File: config.mk
export PLATFORM = sky130hd
export DESIGN_NAME = mem_port_arbiter
export DESIGN_NICKNAME = d
export VERILOG_FILES = /design/src/rtl/mem_port_arbiter.sv
export SDC_FILE = /design/constraint.sdc
export NUM_CORES = 1
export LEC_CHECK = 0
export CAP_MARGIN = 30
export CELL_PAD_IN_SITES_DETAIL_PLACEMENT = 1
export CELL_PAD_IN_SITES_GLOBAL_PLACEMENT = 1
export CORE_AREA = 5 5 208 210
export DETAILED_ROUTE_END_ITERATION = 8
export DIE_AREA = 0 0 213 215
export DONT_BUFFER_PORTS = 1
export PLACE_DENSITY_LB_ADDON = 0.1
export SLEW_MARGIN = 30
export SYNTH_ARGS = -nofsm -noshare
export SYNTH_HDL_FRONTEND = slang
export SYNTH_SLANG_ARGS = --single-unit
File: constraint.sdc
create_clock -name clk -period 2.7 [get_ports clk]
set_input_delay 0.81 -clock clk [delete_from_list [all_inputs] [get_ports clk]]
set_output_delay 0.81 -clock clk [all_outputs]
set_load 0.005 [all_outputs]
File: src/rtl/mem_port_arbiter.sv
// Shares one unified memory port between instruction fetch (IF) and load/store (LS).
// One transaction in flight; LS has priority with a streak limit; each response is timeout-guarded.
module mem_port_arbiter #(
    parameter  int unsigned ADDR_W        = 64,
    parameter  int unsigned DATA_W        = 64,
    parameter  int unsigned MAX_LS_STREAK = 4,
    parameter  int unsigned TIMEOUT       = 255,
    localparam int unsigned MASK_W        = DATA_W / 8
) (
    input  logic              clk,
    input  logic              rst,
    input  logic              if_req_i,
    input  logic [ADDR_W-1:0] if_addr_i,
    output logic              if_gnt_o,
    output logic              if_rvalid_o,
    output logic [DATA_W-1:0] if_rdata_o,
    input  logic              ls_req_i,
    input  logic              ls_we_i,
    input  logic [ADDR_W-1:0] ls_addr_i,
    input  logic [DATA_W-1:0] ls_wdata_i,
    input  logic [MASK_W-1:0] ls_wmask_i,
    output logic              ls_gnt_o,
    output logic              ls_rvalid_o,
    output logic [DATA_W-1:0] ls_rdata_o,
    output logic              err_o,
    output logic              mem_valid_o,
    input  logic              mem_ready_i,
    output logic              mem_we_o,
    output logic [ADDR_W-1:0] mem_addr_o,
    output logic [DATA_W-1:0] mem_wdata_o,
    output logic [MASK_W-1:0] mem_wmask_o,
    input  logic              mem_rvalid_i,
    input  logic [DATA_W-1:0] mem_rdata_i
);

    localparam int unsigned         STREAK_W   = 4;
    localparam int unsigned         TCNT_W     = 16;
    localparam logic [STREAK_W-1:0] STREAK_MAX = STREAK_W'(MAX_LS_STREAK);
    localparam logic [TCNT_W-1:0]   TCNT_LAST  = TCNT_W'(TIMEOUT - 1);

    typedef enum logic [1:0] {
        ST_IDLE = 2'd0,
        ST_REQ  = 2'd1,
        ST_RESP = 2'd2
    } state_t;

    state_t              r_state;
    state_t              w_state_nxt;

    logic                r_owner_ls;
    logic                r_we;
    logic [ADDR_W-1:0]   r_addr;
    logic [DATA_W-1:0]   r_wdata;
    logic [MASK_W-1:0]   r_wmask;
    logic [STREAK_W-1:0] r_streak;
    logic [TCNT_W-1:0]   r_tcnt;
    logic                r_if_rvalid;
    logic                r_ls_rvalid;
    logic                r_err;
    logic [DATA_W-1:0]   r_if_rdata;
    logic [DATA_W-1:0]   r_ls_rdata;

    logic                w_idle;
    logic                w_pick_if;
    logic                w_if_gnt;
    logic                w_ls_gnt;
    logic                w_any_gnt;
    logic                w_mem_hs;
    logic                w_resp_ok;
    logic                w_resp_to;
    logic                w_resp_done;

    // IF only overrides LS once LS has used up its streak while IF was waiting.
    assign w_idle      = (r_state == ST_IDLE);
    assign w_pick_if   = if_req_i && (!ls_req_i || (r_streak == STREAK_MAX));
    assign w_if_gnt    = w_idle && w_pick_if;
    assign w_ls_gnt    = w_idle && ls_req_i && !w_pick_if;
    assign w_any_gnt   = w_if_gnt || w_ls_gnt;
    assign w_mem_hs    = (r_state == ST_REQ) && mem_ready_i;
    assign w_resp_ok   = (r_state == ST_RESP) && mem_rvalid_i;
    assign w_resp_to   = (r_state == ST_RESP) && !mem_rvalid_i && (r_tcnt == TCNT_LAST);
    assign w_resp_done = w_resp_ok || w_resp_to;

    always_ff @(posedge clk or negedge rst) begin
        if (!rst) begin
            r_state <= ST_IDLE;
        end else begin
            r_state <= w_state_nxt;
        end
    end

    always_comb begin
        w_state_nxt = r_state;
        case (r_state)
            ST_IDLE: if (w_any_gnt)   w_state_nxt = ST_REQ;
            ST_REQ:  if (mem_ready_i) w_state_nxt = ST_RESP;
            ST_RESP: if (w_resp_done) w_state_nxt = ST_IDLE;
            default:                  w_state_nxt = ST_IDLE;
        endcase
    end

    always_comb begin
        if_gnt_o    = 1'b0;
        ls_gnt_o    = 1'b0;
        mem_valid_o = 1'b0;
        case (r_state)
            ST_IDLE: begin
                if_gnt_o = w_if_gnt;
                ls_gnt_o = w_ls_gnt;
            end
            ST_REQ:  mem_valid_o = 1'b1;
            default: ;
        endcase
    end

    // Request fields are captured at grant and hold the mem_* bus steady until the next grant.
    always_ff @(posedge clk or negedge rst) begin
        if (!rst) begin
            r_owner_ls <= 1'b0;
            r_we       <= 1'b0;
            r_addr     <= '0;
            r_wdata    <= '0;
            r_wmask    <= '0;
        end else if (w_any_gnt) begin
            r_owner_ls <= w_ls_gnt;
            r_we       <= w_ls_gnt && ls_we_i;
            r_addr     <= w_ls_gnt ? ls_addr_i  : if_addr_i;
            r_wdata    <= w_ls_gnt ? ls_wdata_i : '0;
            r_wmask    <= w_ls_gnt ? ls_wmask_i : '0;
        end
    end

    always_ff @(posedge clk or negedge rst) begin
        if (!rst) begin
            r_streak <= '0;
        end else if (w_idle) begin
            if (w_if_gnt || !if_req_i) begin
                r_streak <= '0;
            end else if (w_ls_gnt && (r_streak != STREAK_MAX)) begin
                r_streak <= r_streak + STREAK_W'(1);
            end
        end
    end

    always_ff @(posedge clk or negedge rst) begin
        if (!rst) begin
            r_tcnt <= '0;
        end else if (w_mem_hs || w_resp_done) begin
            r_tcnt <= '0;
        end else if (r_state == ST_RESP) begin
            r_tcnt <= r_tcnt + TCNT_W'(1);
        end
    end

    // Responses are registered, so the owner sees its rvalid one cycle after the memory answers.
    always_ff @(posedge clk or negedge rst) begin
        if (!rst) begin
            r_if_rvalid <= 1'b0;
            r_ls_rvalid <= 1'b0;
            r_err       <= 1'b0;
            r_if_rdata  <= '0;
            r_ls_rdata  <= '0;
        end else begin
            r_if_rvalid <= w_resp_done && !r_owner_ls;
            r_ls_rvalid <= w_resp_done && r_owner_ls;
            r_err       <= w_resp_to;
            if (w_resp_done && !r_owner_ls) begin
                r_if_rdata <= w_resp_ok ? mem_rdata_i : '0;
            end
            if (w_resp_done && r_owner_ls) begin
                r_ls_rdata <= (w_resp_ok && !r_we) ? mem_rdata_i : '0;
            end
        end
    end

    assign if_rvalid_o = r_if_rvalid;
    assign if_rdata_o  = r_if_rdata;
    assign ls_rvalid_o = r_ls_rvalid;
    assign ls_rdata_o  = r_ls_rdata;
    assign err_o       = r_err;
    assign mem_we_o    = r_we;
    assign mem_addr_o  = r_addr;
    assign mem_wdata_o = r_wdata;
    assign mem_wmask_o = r_wmask;

endmodule

==> impl_metrics.toml <==
[floorplanning]
rows = 75
die-area_um2 = 45800
core_um2 = 41380
die_y_um = 215
die_x_um = 213
start_util_pct = 29.47
io_pins = 542

[global_routing]
grt_max_degree = 292
grt_usage_pct = 18.75
grt_pass1_wl_um = 65760
grt-ovfl-total = 0
grt_pass1_vias = 9749
antenna_found_initial = 0

[worst_setup_path]
startpoint = "r_streak[0]"
crit_path_start_kind = "register"
reg2reg_slack_ns = 0.59
worstPathRequired_ns = 1.89
crit_path_max_fanout = 5
timing.rr.start = "r_tcnt[4]"
path_class = "register to primary output"
arrival_ns = 1.74
cp-end-kind = "primary output"
rr_worst_depth = 6

[clock_network]
tritoncts = "yes"
cts_sinks = 291
h-tree-depth = 2
numCtsBuffers = 37
clk_latency_ns = 0.54
clockRootBuffer = "clkbuf_16"
clkTransAtPathRegs_ns = 0.06
cts_max_path_buffers = 3
cts_resized = 0

[yosys]
synth_cells = 1137
synth.avg_cell_area_um2 = 10.72
synth.distinct_cells = 43
yosys_warnings = 0
yosysTopAreaCell = "dfrtp_1"
ys_seq_area_share_pct = 59.72
yosysTopAreaCellShare_pct = 59.72
synthTopCellsByArea = "dfrtp_1 (60%), inv_1 (6.1%), a22o_1 (5.2%)"
syn_nets = 1412
ys_ff_latch = 291
synthesis.area_um2 = 12190

[route]
drc = 0
ant_nets = 0
top_layer_used = "met4"
wl_per_cell_um = 26.58
met3_length_um = 5329
drt-total-wl_um = 44740
drt-met1-wl_um = 16660
via_per_inst = 5.325
dr_wl_met2_um = 21370
first_pass_iters = 4
drtIter0Drc = 454
vias = 8962

[sta]
whs_ns = -0.03100
finClkSkew_ns = 0.01466
min_period_over_period_pct = 94.57
slew_viol_final = 0
setup_viol = 0
clock.fmax_mhz = 391.6
tightest_slew_ns = 1.432
finalHoldViolCount = 33
fin_crit_ns = 2.553
tns_ns = 0
slew_headroom_pct = 4.507

[finish]
drive_above_1_share_pct = 8.654
fill_cells = 4546
seqCellArea_um2 = 7286
multi_input_area_um2 = 3770
diodes = 0
nets = 1390
final_common_cell = "dfrtp_1"
layout_common_cells = "dfrtp_1 (290), inv_1 (198), o21ai_0 (114)"
finalInstanceArea_um2 = 14080
syn_to_final_growth_pct = 15.43

[pwr]
internal_power_mw = 11.27
combPwrFrac_pct = 25.9
p_sw_mw = 6.243
pwr-share-seq_pct = 45.2
total_power_mw = 17.51
p_leak_nw = 6.740
p_sw_share_pct = 35.65
clock_power_share_pct = 28.9
ir_worst_vdd_uv = 447.2
pwr_density_cell_nw_per_um2 = 1244

[placed_design]
hpwl_um = 31390
port_buffers = 0
place.gp.congestion = 0.7745
placed_cell_area_um2 = 12810

[outcome]
status = "complete, but fails checks"
violations = "hold timing"

[hold_path]
hold_class = "primary input to asynchronous set/reset pin"

[job]
drv_cap = 0
## metal layers
| layer | vias to the layer above | GRT usage (%) |
|---|---|---|
| met3 | 57 | 8.925 |
| met1 | 4559 | 21.54 |
| met2 | 365 | 30.57 |
| met4 | 0 | 6.635 |
| li1 | 3981 | - |
| met5 | - | 0 |
## flip-flops by register name (all words and copies together) (netlist names)
register and count:
mem_wdata_o 64, if_rdata_o 64, ls_rdata_o 64, r_streak 4, r_owner_ls 1, err_o 1
mem_we_o 1, if_rvalid_o 1, mem_addr_o 64, mem_wmask_o 8, r_state 2, r_tcnt 16
ls_rvalid_o 1
## Yosys cell counts
cell type,number
a211oi_1,1
nand2_1,7
a21o_1,1
nor3b_1,2
a22o_1,73
nand3b_1,4
buf_6,1
buf_1,2
buf_2,44
o41ai_1,1
mux2i_1,1
nand4_1,8
nand3_2,1
o31ai_1,1
a2bb2oi_1,64
nor2b_1,3
a211oi_2,1
and2_1,5
or3_1,2
nand4b_1,1
a22oi_1,64
o31ai_2,1
o21ai_0,115
inv_1,199
dfrtp_1,291
buf_4,14
xor2_1,11
nor4_1,1
ha_1,4
a21oi_1,66
and3_1,2
o21ai_1,20
or4_1,2
a2111oi_0,1
clkbuf_1,27
nor3_1,13
o21a_1,1
and4b_1,1
nor2_1,4
o22ai_1,65
xnor2_1,1
and4_1,2
nand3_1,9
## power groups by stage
stage          registers [mW]  logic (mW)  clock network [mW]
2_1_floorplan            7.05        3.78                   0
3_3_place_gp             8.08        4.43                   0
3_5_place_dp             8.02        4.63                   0
4_1_cts                  8.00        4.61                5.26
5_1_grt                  8.13        5.13                5.41
6_report                 7.91        4.54                5.06
## cell type report
cell class,instances,area share (%)
clock inverters,9,0.5511
flip-flops and latches,291,51.76
multi-input cells,559,26.78
repair buffers,27,2.418
clock buffers,59,8.391
inverters,199,5.307
well taps,539,4.791
## through the flow
| stage | std cells | utilization [%] | hold slack (ns) | setup WS, ns |
|---|---|---|---|---|
| floorplan | 1137 | - | 0.4894 | 0.4556 |
| global placement | 1614 | 30.95 | 0.5181 | 0.4154 |
| detailed placement | 1614 | 30.95 | 0.5144 | 0.3872 |
| CTS | 1682 | 34.00 | -0.07197 | 0.02473 |
| global route | 1683 | 34.01 | -0.06709 | -0.009993 |
| finish | 1683 | 34.01 | -0.03100 | 0.1467 |
## path summary, 6_finish.rpt
kind                                  endpoint
worst max-delay path                  if_gnt_o
worst min-delay path            if_rdata_o[41]
worst max register to register   if_rdata_o[6]
worst min register to register  mem_wdata_o[4]
max in group asynchronous           r_owner_ls
min in group clk                    r_state[1]
## logic make-up after synthesis
group	synth area share (%)
multiplexers	0.08209
AO/OA/AOI/OAI	25.96
AND/OR/NAND/NOR	3.191
XOR/XNOR	0.8619
flip-flops	59.72
adder cells (fa/ha/maj)	0.4104
buffers and inverters	9.778
## critical path: stages (launching register included)
cell      delay, ns
dfrtp_1        0.42
inv_1          0.07
ha_1           0.16
nand3b_1       0.17
a21oi_4        0.38
## what timing repair did
item                                    CTS  global route
endpoints found under the setup margin    0             1
endpoints found under the hold margin   291           188
buffers inserted                          0             1
(Power assumes the default switching activity.)
